$ cat config.mk
export PLATFORM = sky130hd
export DESIGN_NAME = rv_mem_arb_flat
export DESIGN_NICKNAME = d
export VERILOG_FILES = /design/src/rtl/rv_mem_arb_if.sv /design/src/rtl/rv_mem_arb.sv /design/src/flat_wrapper.sv
export SDC_FILE = /design/constraint.sdc
export NUM_CORES = 1
export LEC_CHECK = 0
export ABC_AREA = 1
export CAP_MARGIN = 20
export CORE_AREA = 2 2 104 106
export CTS_BUF_LIST = sky130_fd_sc_hd__clkbuf_8
export CTS_CLUSTER_DIAMETER = 200
export DETAILED_ROUTE_END_ITERATION = 12
export DIE_AREA = 0 0 106 108
export PLACE_DENSITY = 0.7
export SLEW_MARGIN = 10
export SYNTH_ARGS = -nofsm -noshare
export SYNTH_HDL_FRONTEND = slang
export SYNTH_SLANG_ARGS = --single-unit
$ cat constraint.sdc
create_clock -name clk -period 2.4 [get_ports clk]
set_input_delay 0.48 -clock clk [delete_from_list [all_inputs] [get_ports clk]]
set_output_delay 0.48 -clock clk [all_outputs]
set_load 0.01 [all_outputs]
$ cat src/rtl/rv_mem_arb_if.sv
// Bus bundle between the rv32 fetch/load-store requesters, the shared memory
// port and the arbiter that multiplexes them.
interface rv_mem_arb_if #(
    parameter int ADDR_W = 32,
    parameter int DATA_W = 32
);
    logic              if_req;
    logic [ADDR_W-1:0] if_addr;
    logic              if_gnt;
    logic              if_rvalid;
    logic [DATA_W-1:0] if_rdata;

    logic              ma_req;
    logic              ma_we;
    logic [ADDR_W-1:0] ma_addr;
    logic [DATA_W-1:0] ma_wdata;
    logic              ma_gnt;
    logic              ma_rvalid;
    logic [DATA_W-1:0] ma_rdata;

    logic              mem_req;
    logic              mem_we;
    logic [ADDR_W-1:0] mem_addr;
    logic [DATA_W-1:0] mem_wdata;
    logic              mem_ack;
    logic              mem_rvalid;
    logic [DATA_W-1:0] mem_rdata;

    // Arbiter side
    modport slave (
        input  if_req, if_addr,
        output if_gnt, if_rvalid, if_rdata,
        input  ma_req, ma_we, ma_addr, ma_wdata,
        output ma_gnt, ma_rvalid, ma_rdata,
        output mem_req, mem_we, mem_addr, mem_wdata,
        input  mem_ack, mem_rvalid, mem_rdata
    );

    // Requesters plus memory, as seen from outside the arbiter
    modport master (
        output if_req, if_addr,
        input  if_gnt, if_rvalid, if_rdata,
        output ma_req, ma_we, ma_addr, ma_wdata,
        input  ma_gnt, ma_rvalid, ma_rdata,
        input  mem_req, mem_we, mem_addr, mem_wdata,
        output mem_ack, mem_rvalid, mem_rdata
    );
endinterface

$ cat src/rtl/rv_mem_arb.sv
// Shares one memory port between instruction fetch and load/store. Data wins
// by default; a saturating starvation counter forces a fetch through.
module rv_mem_arb #(
    parameter int ADDR_W   = 32,
    parameter int DATA_W   = 32,
    parameter int MAX_WAIT = 4
) (
    input  logic                clk,
    input  logic                rst,
    rv_mem_arb_if.slave         bus,
    output logic                busy
);
    localparam logic [0:0] S_IDLE = 1'b0;
    localparam logic [0:0] S_WAIT = 1'b1;
    localparam logic       OWN_IF = 1'b0;
    localparam logic       OWN_MA = 1'b1;
    localparam logic [7:0] MAX_WAIT_C = 8'(MAX_WAIT);

    logic [0:0] state_q, state_d;
    logic       owner_q, owner_d;
    logic [7:0] starve_cnt_q, starve_cnt_d;

    logic sel_ma;
    logic grant;
    logic rsp;

    always_comb begin
        sel_ma = bus.ma_req && !(bus.if_req && (starve_cnt_q == MAX_WAIT_C));

        bus.mem_req   = (state_q == S_IDLE) && (bus.if_req || bus.ma_req);
        bus.mem_we    = 1'b0;
        bus.mem_addr  = '0;
        bus.mem_wdata = '0;
        if (bus.mem_req) begin
            if (sel_ma) begin
                bus.mem_we    = bus.ma_we;
                bus.mem_addr  = bus.ma_addr;
                bus.mem_wdata = bus.ma_wdata;
            end else begin
                bus.mem_addr  = bus.if_addr;
            end
        end

        grant      = bus.mem_req && bus.mem_ack;
        bus.ma_gnt = grant && sel_ma;
        bus.if_gnt = grant && !sel_ma;

        // A response only counts while a transaction is outstanding
        rsp           = (state_q == S_WAIT) && bus.mem_rvalid;
        bus.if_rvalid = rsp && (owner_q == OWN_IF);
        bus.ma_rvalid = rsp && (owner_q == OWN_MA);
        bus.if_rdata  = bus.mem_rdata;
        bus.ma_rdata  = bus.mem_rdata;

        busy = (state_q == S_WAIT);
    end

    always_comb begin
        state_d      = state_q;
        owner_d      = owner_q;
        starve_cnt_d = starve_cnt_q;
        if (grant) begin
            state_d = S_WAIT;
            owner_d = sel_ma ? OWN_MA : OWN_IF;
            if (sel_ma && bus.if_req) begin
                if (starve_cnt_q != MAX_WAIT_C) begin
                    starve_cnt_d = starve_cnt_q + 8'd1;
                end
            end else begin
                starve_cnt_d = '0;
            end
        end else if (rsp) begin
            state_d = S_IDLE;
        end
    end

    always_ff @(posedge clk) begin
        if (rst) begin
            state_q      <= S_IDLE;
            owner_q      <= OWN_IF;
            starve_cnt_q <= '0;
        end else begin
            state_q      <= state_d;
            owner_q      <= owner_d;
            starve_cnt_q <= starve_cnt_d;
        end
    end
endmodule
$ cat src/flat_wrapper.sv
// flat-port wrapper written by rule: the top's interface ports become plain ports
module rv_mem_arb_flat 
#(
    parameter int ADDR_W   = 32,
    parameter int DATA_W   = 32,
    parameter int MAX_WAIT = 4
)
  (clk, rst, busy, bus_if_req, bus_if_addr, bus_if_gnt, bus_if_rvalid, bus_if_rdata, bus_ma_req, bus_ma_we, bus_ma_addr, bus_ma_wdata, bus_ma_gnt, bus_ma_rvalid, bus_ma_rdata, bus_mem_req, bus_mem_we, bus_mem_addr, bus_mem_wdata, bus_mem_ack, bus_mem_rvalid, bus_mem_rdata);
  rv_mem_arb_if #(.ADDR_W(ADDR_W), .DATA_W(DATA_W)) bus_i ();
  input  logic clk;
  input  logic rst;
  output logic busy;
  input wire logic [$bits(bus_i.if_req)-1:0] bus_if_req;
  input wire logic [$bits(bus_i.if_addr)-1:0] bus_if_addr;
  output wire logic [$bits(bus_i.if_gnt)-1:0] bus_if_gnt;
  output wire logic [$bits(bus_i.if_rvalid)-1:0] bus_if_rvalid;
  output wire logic [$bits(bus_i.if_rdata)-1:0] bus_if_rdata;
  input wire logic [$bits(bus_i.ma_req)-1:0] bus_ma_req;
  input wire logic [$bits(bus_i.ma_we)-1:0] bus_ma_we;
  input wire logic [$bits(bus_i.ma_addr)-1:0] bus_ma_addr;
  input wire logic [$bits(bus_i.ma_wdata)-1:0] bus_ma_wdata;
  output wire logic [$bits(bus_i.ma_gnt)-1:0] bus_ma_gnt;
  output wire logic [$bits(bus_i.ma_rvalid)-1:0] bus_ma_rvalid;
  output wire logic [$bits(bus_i.ma_rdata)-1:0] bus_ma_rdata;
  output wire logic [$bits(bus_i.mem_req)-1:0] bus_mem_req;
  output wire logic [$bits(bus_i.mem_we)-1:0] bus_mem_we;
  output wire logic [$bits(bus_i.mem_addr)-1:0] bus_mem_addr;
  output wire logic [$bits(bus_i.mem_wdata)-1:0] bus_mem_wdata;
  input wire logic [$bits(bus_i.mem_ack)-1:0] bus_mem_ack;
  input wire logic [$bits(bus_i.mem_rvalid)-1:0] bus_mem_rvalid;
  input wire logic [$bits(bus_i.mem_rdata)-1:0] bus_mem_rdata;
  assign bus_i.if_req = bus_if_req;
  assign bus_i.if_addr = bus_if_addr;
  assign bus_if_gnt = bus_i.if_gnt;
  assign bus_if_rvalid = bus_i.if_rvalid;
  assign bus_if_rdata = bus_i.if_rdata;
  assign bus_i.ma_req = bus_ma_req;
  assign bus_i.ma_we = bus_ma_we;
  assign bus_i.ma_addr = bus_ma_addr;
  assign bus_i.ma_wdata = bus_ma_wdata;
  assign bus_ma_gnt = bus_i.ma_gnt;
  assign bus_ma_rvalid = bus_i.ma_rvalid;
  assign bus_ma_rdata = bus_i.ma_rdata;
  assign bus_mem_req = bus_i.mem_req;
  assign bus_mem_we = bus_i.mem_we;
  assign bus_mem_addr = bus_i.mem_addr;
  assign bus_mem_wdata = bus_i.mem_wdata;
  assign bus_i.mem_ack = bus_mem_ack;
  assign bus_i.mem_rvalid = bus_mem_rvalid;
  assign bus_i.mem_rdata = bus_mem_rdata;
  rv_mem_arb #(.ADDR_W(ADDR_W), .DATA_W(DATA_W), .MAX_WAIT(MAX_WAIT)) u_core (.clk(clk), .rst(rst), .bus(bus_i), .busy(busy));
endmodule
==> metrics.txt, run 1 <==
largest net degree at the start of global routing=between 40 and 50; switching power=0.3508 mW; Starting Density=0.1855; via/cell ratio=4.063; Worst Path Max Fanout=6; I/O pins=270; Post-layout nets=604; cell area after synthesis=between 1500 and 2000 µm²; H-tree Lvls=1; Area growth syn-to-layout=78.97%; final hold violation count=0; Die W=106 µm; Antenna Nets Post-Route=0; MaxCap Viol Count=0; Synth Instances=339; Fin Hold WS=0.5392 ns; clk_skew=0.002973 ns; combinational power share=0.611; CTS root buffer=clkbuf_8; CTS tree=done; RSZ-0062 raised after global routing=true; sequential share of the synthesized area=0.1055; Mapped Nets=476; Internal=0.6617 mW; CP endpoint kind=primary output; endpoints failing setup=0; number of synthesized flops with an enable pin=0; Reg power frac=0.175; f_max=429.5 MHz; DR vias=roughly 2400; GRT Total Usage=0.1342; clk_lat worst skew=around 0.24 ns; Reg2Reg Setup Slack=0.87 ns; LEAKAGE=about 1.6 nW; GPL Wtd Cong=0.7997; outcome=finished clean; DRC viols=0; vias in the first global route=2453; Synth top area share=0.2769; first-pass GRT wire length=between 10000 and 15000 µm; asr flop ratio synth=0; worst path arrival time=1.85 ns; CORE AREA=between 10000 and 15000 µm²; Worst-path clk slew=0.05 ns; Yosys warnings=0; clock share of power=0.213; crit share post-route=0.9702; Net Sw Frac=0.3465; Pwr per Cell Area=298.0 nW/µm²; CTS Buf Count=3; Max Slew Vio Count=0; Slew HR=0.7658; Slew @ Worst Pin=0.3508 ns; DR pass1 iterations=4; critical path class=reg -> out; wirelength, routed=8133 µm; dominant synthesized flop cell=dfxtp_1; Synth area leader=buf_4; initial antenna violation count=0; Post-DP HPWL=6476 µm; die height=108 µm; die area=11450 µm²; layout cell share with drive strength beyond 1=0.2253; Max VDD drop=0.2158 mV; DR iter-0 viols=119; WP data required=between 1.5 and 2 ns; Pwr Total=about 1 mW; PortBufs=173; fin util=0.3320; Area contributors post-synth=buf_4 28%, nor2_1 23%, nand2_1 11%, dfxtp_1 11%, o21ai_0 7.9%; placed cell area=3386 µm²; clock sinks=10; count of cell types in the netlist=21; Hold Crit Class=reg -> reg; cts hold-fix bufs=0; clock tree buffer depth=2; WL per Instance=between 10 and 15 µm; Final min period=2.328 ns; most frequent cell after synthesis=nor2_1; final instance area=~3400 µm²; Antenna diodes=0; FF+latch count, synth=10; # rows=37; synth cell count leaders=115 x nor2_1, 70 x buf_4, 56 x nand2_1, 30 x o21ai_0, 19 x inv_1; final global-route overflow total=0; Synth Area per Inst=5.599 µm²; CP startpoint kind=flip-flop
==> cell usage in the layout (no fill, tap or decap), types with 5 or more instances in the layout <==
| cell | instances |
|---|---|
| o21ai_0 | 18 |
| buf_6 | 7 |
| buf_2 | 23 |
| nor2_2 | 5 |
| buf_12 | 6 |
| inv_1 | 18 |
| o21ai_1 | 15 |
| buf_4 | 16 |
| dlygate4sd2_1 | 7 |
| clkdlybuf4s50_1 | 104 |
| nor2_1 | 111 |
| clkbuf_2 | 24 |
| nand2_1 | 56 |
| dfxtp_1 | 9 |
| clkdlybuf4s15_1 | 11 |
==> final cells by class <==
| cell class | instances | area, µm² |
|---|---|---|
| sequential | 10 | 201.4 |
| fill | 1105 | 6834 |
| timing repair buffer | 204 | 1867 |
| clock buffer | 4 | 55.05 |
| inverter | 22 | 85.08 |
| multi-input combinational | 226 | 1018 |
| tap | 136 | 170.2 |
==> timing repair <==
action | 4_1_cts | 5_1_grt
cloned | 2 | 0
endpoints found under the setup margin | 68 | 62
hold endpoints to repair | 0 | 0
gates resized for setup | 165 | 75
buffers inserted | 6 | 0
pin swaps | 2 | 2
==> logic make-up (layout without fill, tap and decap cells) <==
family                     count (synthesis)  in the layout  synth area share
xor gates and xnor gates                   3              3           0.01385
buffers and inverters                    103            230            0.3751
DFF                                       10             10            0.1055
adders and majority gates                  2              2           0.01318
and+or+nand+nor                          184            184            0.3949
AOI/OAI and AO/OA                         37             37           0.09756
==> flip-flops by register name, indices dropped and copies added, names as in the netlist <==
register,cells
u_core.busy,1
u_core.owner_q,1
u_core.starve_cnt_q,8
==> worst max-delay path, stage by stage (launching register included) <==
cell,delay [ns]
dfxtp_2,0.33
inv_2,0.04
ha_1,0.18
nand2_1,0.07
nor2_1,0.05
nand2_1,0.11
nand2_4,0.12
buf_12,0.17
buf_4,0.14
o21ai_0,0.20
nor2_1,0.06
buf_2,0.14
==> power groups by stage <==
| stage | Sequential (mW) | Combinational (mW) | Clock (mW) |
|---|---|---|---|
| 2_1_floorplan | 0.180 | 0.351 | 0 |
| 3_3_place_gp | 0.180 | 0.649 | 0 |
| 3_5_place_dp | 0.180 | 0.652 | 0 |
| 4_1_cts | 0.177 | 0.641 | 0.217 |
| 5_1_grt | 0.178 | 0.673 | 0.232 |
| 6_report | 0.177 | 0.619 | 0.216 |
==> through the flow <==
step / instances / setup slack [ns] / setup TNS, ns
floorplan: 339 / 0.6382 / 0
global placement: 590 / -0.4612 / -23.90
detailed placement: 590 / -0.5226 / -27.34
CTS: 602 / 0.002322 / 0
global route: 602 / -0.05069 / -0.2066
finish: 602 / 0.07151 / 0
==> final timing paths <==
kind	from	to	cells after the start
worst max-delay path	u_core.starve_cnt_q[0]	bus_mem_addr[4]	11
worst min-delay path	u_core.starve_cnt_q[3]	u_core.starve_cnt_q[3]	4
worst max register to register	u_core.starve_cnt_q[0]	u_core.starve_cnt_q[6]	11
worst min register to register	u_core.starve_cnt_q[3]	u_core.starve_cnt_q[3]	4
==> layer usage <==
| metal | share of wire | up-vias | track usage | wire (µm) |
|---|---|---|---|---|
| met1 | 0.39 | 1063 | 0.1551 | 3174 |
| met4 | 0.014 | 0 | 0.02914 | 110 |
| met2 | 0.46 | 150 | 0.2249 | 3779 |
| met3 | 0.13 | 14 | 0.06631 | 1069 |
| met5 | 0 | - | 0 | 0 |
| li1 | - | 1219 | - | - |
No activity file was read; power rests on OpenSTA's default activity.
==> run 2: changes to the inputs <==
--- a/config.mk
+++ b/config.mk
@@ -13,6 +13,7 @@
 export DETAILED_ROUTE_END_ITERATION = 12
 export DIE_AREA = 0 0 106 108
 export PLACE_DENSITY = 0.7
+export SETUP_SLACK_MARGIN = 0.02
 export SLEW_MARGIN = 10
 export SYNTH_ARGS = -nofsm -noshare
 export SYNTH_HDL_FRONTEND = slang
==> run 2 against run 1 <==
First-iteration DRC count rose by 16%. Fmax rose by 3.6%. Combinational power about the same. Critical path type is now in -> out. Critical endpoint is now bus_mem_req. Highest routed layer unchanged.
==> metrics.txt, run 2 (synthesis gave the netlist of run 1 again) <==
critical path class=in -> out; clk_lat worst skew=between 0.2 and 0.25 ns; CP peak stage delay=0.48 ns; worst path arrival time=approximately 1.8 ns; wirelength, routed=8197 µm; f_max=about 440 MHz; Worst-path clk slew=around 0.050 ns; largest net degree at the start of global routing=41; crit share post-route=0.9364; Crit path max-delay family=buffers and inverters; DRC viols=0; CTS root buffer=clkbuf_8; GRT Total Usage=0.1339; first-pass GRT wire length=12390 µm; clock tree buffer depth=2; endpoints failing setup=0; Hold Crit Class=reg -> reg; fillers=1107; die area=between 10000 and 15000 µm²; outcome=finished clean; Worst Path Max Fanout=26; die height=108 µm; area occupied by registers=roughly 200 µm²; Fin Hold WS=0.5394 ns; DR vias=2483; H-tree Lvls=1; clk_skew=0.002848 ns; Max Slew Vio Count=0; Antenna diodes=0; I/O pins=270; Final min period=~2.2 ns; Slowest-stage cell, CP=clkdlybuf4s50_1; WP data required=1.92 ns; Slew HR=0.7696; LEAKAGE=1.614 nW; CTS tree=done; vias in the first global route=2447; CP bufs+invs=4; Post-DP HPWL=6476 µm; Area growth syn-to-layout=79.57%; final hold violation count=0; CP endpoint kind=primary output; CORE AREA=a little over 10000 µm²; initial antenna violation count=0; Die W=106 µm; Post-layout nets=between 600 and 700; multi-input logic area=a little over 1000 µm²; CTS Buf Count=3; CP Cell Sequence=dlygate4sd2_1 > buf_4 > nor2_2 > nor2_4 > buf_12 > clkdlybuf4s50_1; # rows=37; layout cell share with drive strength beyond 1=0.2452; MaxCap Viol Count=0; via/cell ratio=just over 4; most frequent cells in the layout=109 x nor2_1, 104 x clkdlybuf4s50_1, 54 x nand2_1; final global-route overflow total=0; clock sinks=10; max FFs per register=8; DR pass1 iterations=5; Biggest register=u_core.starve_cnt_q; commonest non-fill, non-tap cell in the layout=nor2_1; RSZ-0062 raised after global routing=false; cts hold-fix bufs=0; Antenna Nets Post-Route=0; GPL Wtd Cong=0.7997; PortBufs=173; CP startpoint kind=input port; Slew @ Worst Pin=0.3452 ns; WL per Instance=13.55 µm; Starting Density=0.1855; Max VDD drop=0.2176 mV; post-route setup TNS=0 ns; DR iter-0 viols=138; Pwr per Cell Area=just under 300 nW/µm²
[run 2: cell types whose count changed in the layout (fill, tap and decap cells not counted), sizes merged]
cell	before	now
dlygate4sd2	7	8
clkbuf	28	30
clkdlybuf4s15	15	7
buf	54	62
[run 2: worst paths after layout]
path	slack, ns	endpoint	start	cells past startpoint
hold reg to reg	0.54	u_core.starve_cnt_q[3]	u_core.starve_cnt_q[3]	4
hold / removal	0.54	u_core.starve_cnt_q[3]	u_core.starve_cnt_q[3]	4
setup / recovery	0.15	bus_mem_req	bus_if_req	6
setup reg to reg	0.87	u_core.starve_cnt_q[6]	u_core.starve_cnt_q[0]	11
[run 2: repair_timing]
item                       CTS  global route
setup endpoints to repair   68            63
gates resized for setup    172            83
buffers inserted             6             2
gates cloned                 2             1
pin swaps                    2             4
[run 2: metal layers]
layer  global-route usage  wire length (µm)  vias to the layer above
met4              0.02914               122                        0
li1                     -                 -                     1227
met1               0.1551              3178                     1080
met5                    0                 0                        -
met2               0.2240              3781                      160
met3              0.06631              1115                       16
[run 2: cell type report]
class	instances	area share
well taps	136	0.04993
flip-flops and latches	10	0.05910
clock buffers	4	0.01615
inverters	22	0.02496
repair buffers	207	0.5485
multi-input cells	226	0.3014
[run 2: worst reg2reg max path, stage by stage (launching register included)]
cell and delay [ns]:
dfxtp_2 0.32, inv_2 0.05, ha_2 0.17, nand2_2 0.05, nor2_2 0.10, nand2_2 0.09
nand2_4 0.15, buf_12 0.16, nand2_4 0.05, buf_4 0.14, nand2_4 0.09, nor2_1 0.06
[run 2: stage by stage]
step | instance area [µm²] | setup WS (ns) | util | power, mW | cells
6_report | 3408 | 0.1526 | 0.3331 | 1.015 | 605
2_1_floorplan | 1898 | 0.6382 | - | 0.5309 | 339
3_5_place_dp | 3386 | -0.5226 | 0.3309 | 0.8320 | 590
4_1_cts | 3535 | 0.02204 | 0.3455 | 1.033 | 602
3_3_place_gp | 3386 | -0.4612 | 0.3309 | 0.8291 | 590
5_1_grt | 3408 | 0.03284 | 0.3331 | 1.086 | 605
[run 2: where the power goes]
part / internal [mW] / switching (mW) / total [mW]
logic: 0.346 / 0.276 / 0.622
registers: 0.171 / 0.00602 / 0.177
clock network: 0.145 / 0.0718 / 0.217
==> run 3: changes to the inputs <==
--- a/config.mk
+++ b/config.mk
@@ -12,6 +12,7 @@
 export CTS_CLUSTER_DIAMETER = 200
 export DETAILED_ROUTE_END_ITERATION = 12
 export DIE_AREA = 0 0 106 108
+export HOLD_SLACK_MARGIN = 0.05
 export PLACE_DENSITY = 0.7
 export SETUP_SLACK_MARGIN = 0.02
 export SLEW_MARGIN = 10
==> results of run 3 <==
Final layout, timing and power as in run 2 (identical DEF).
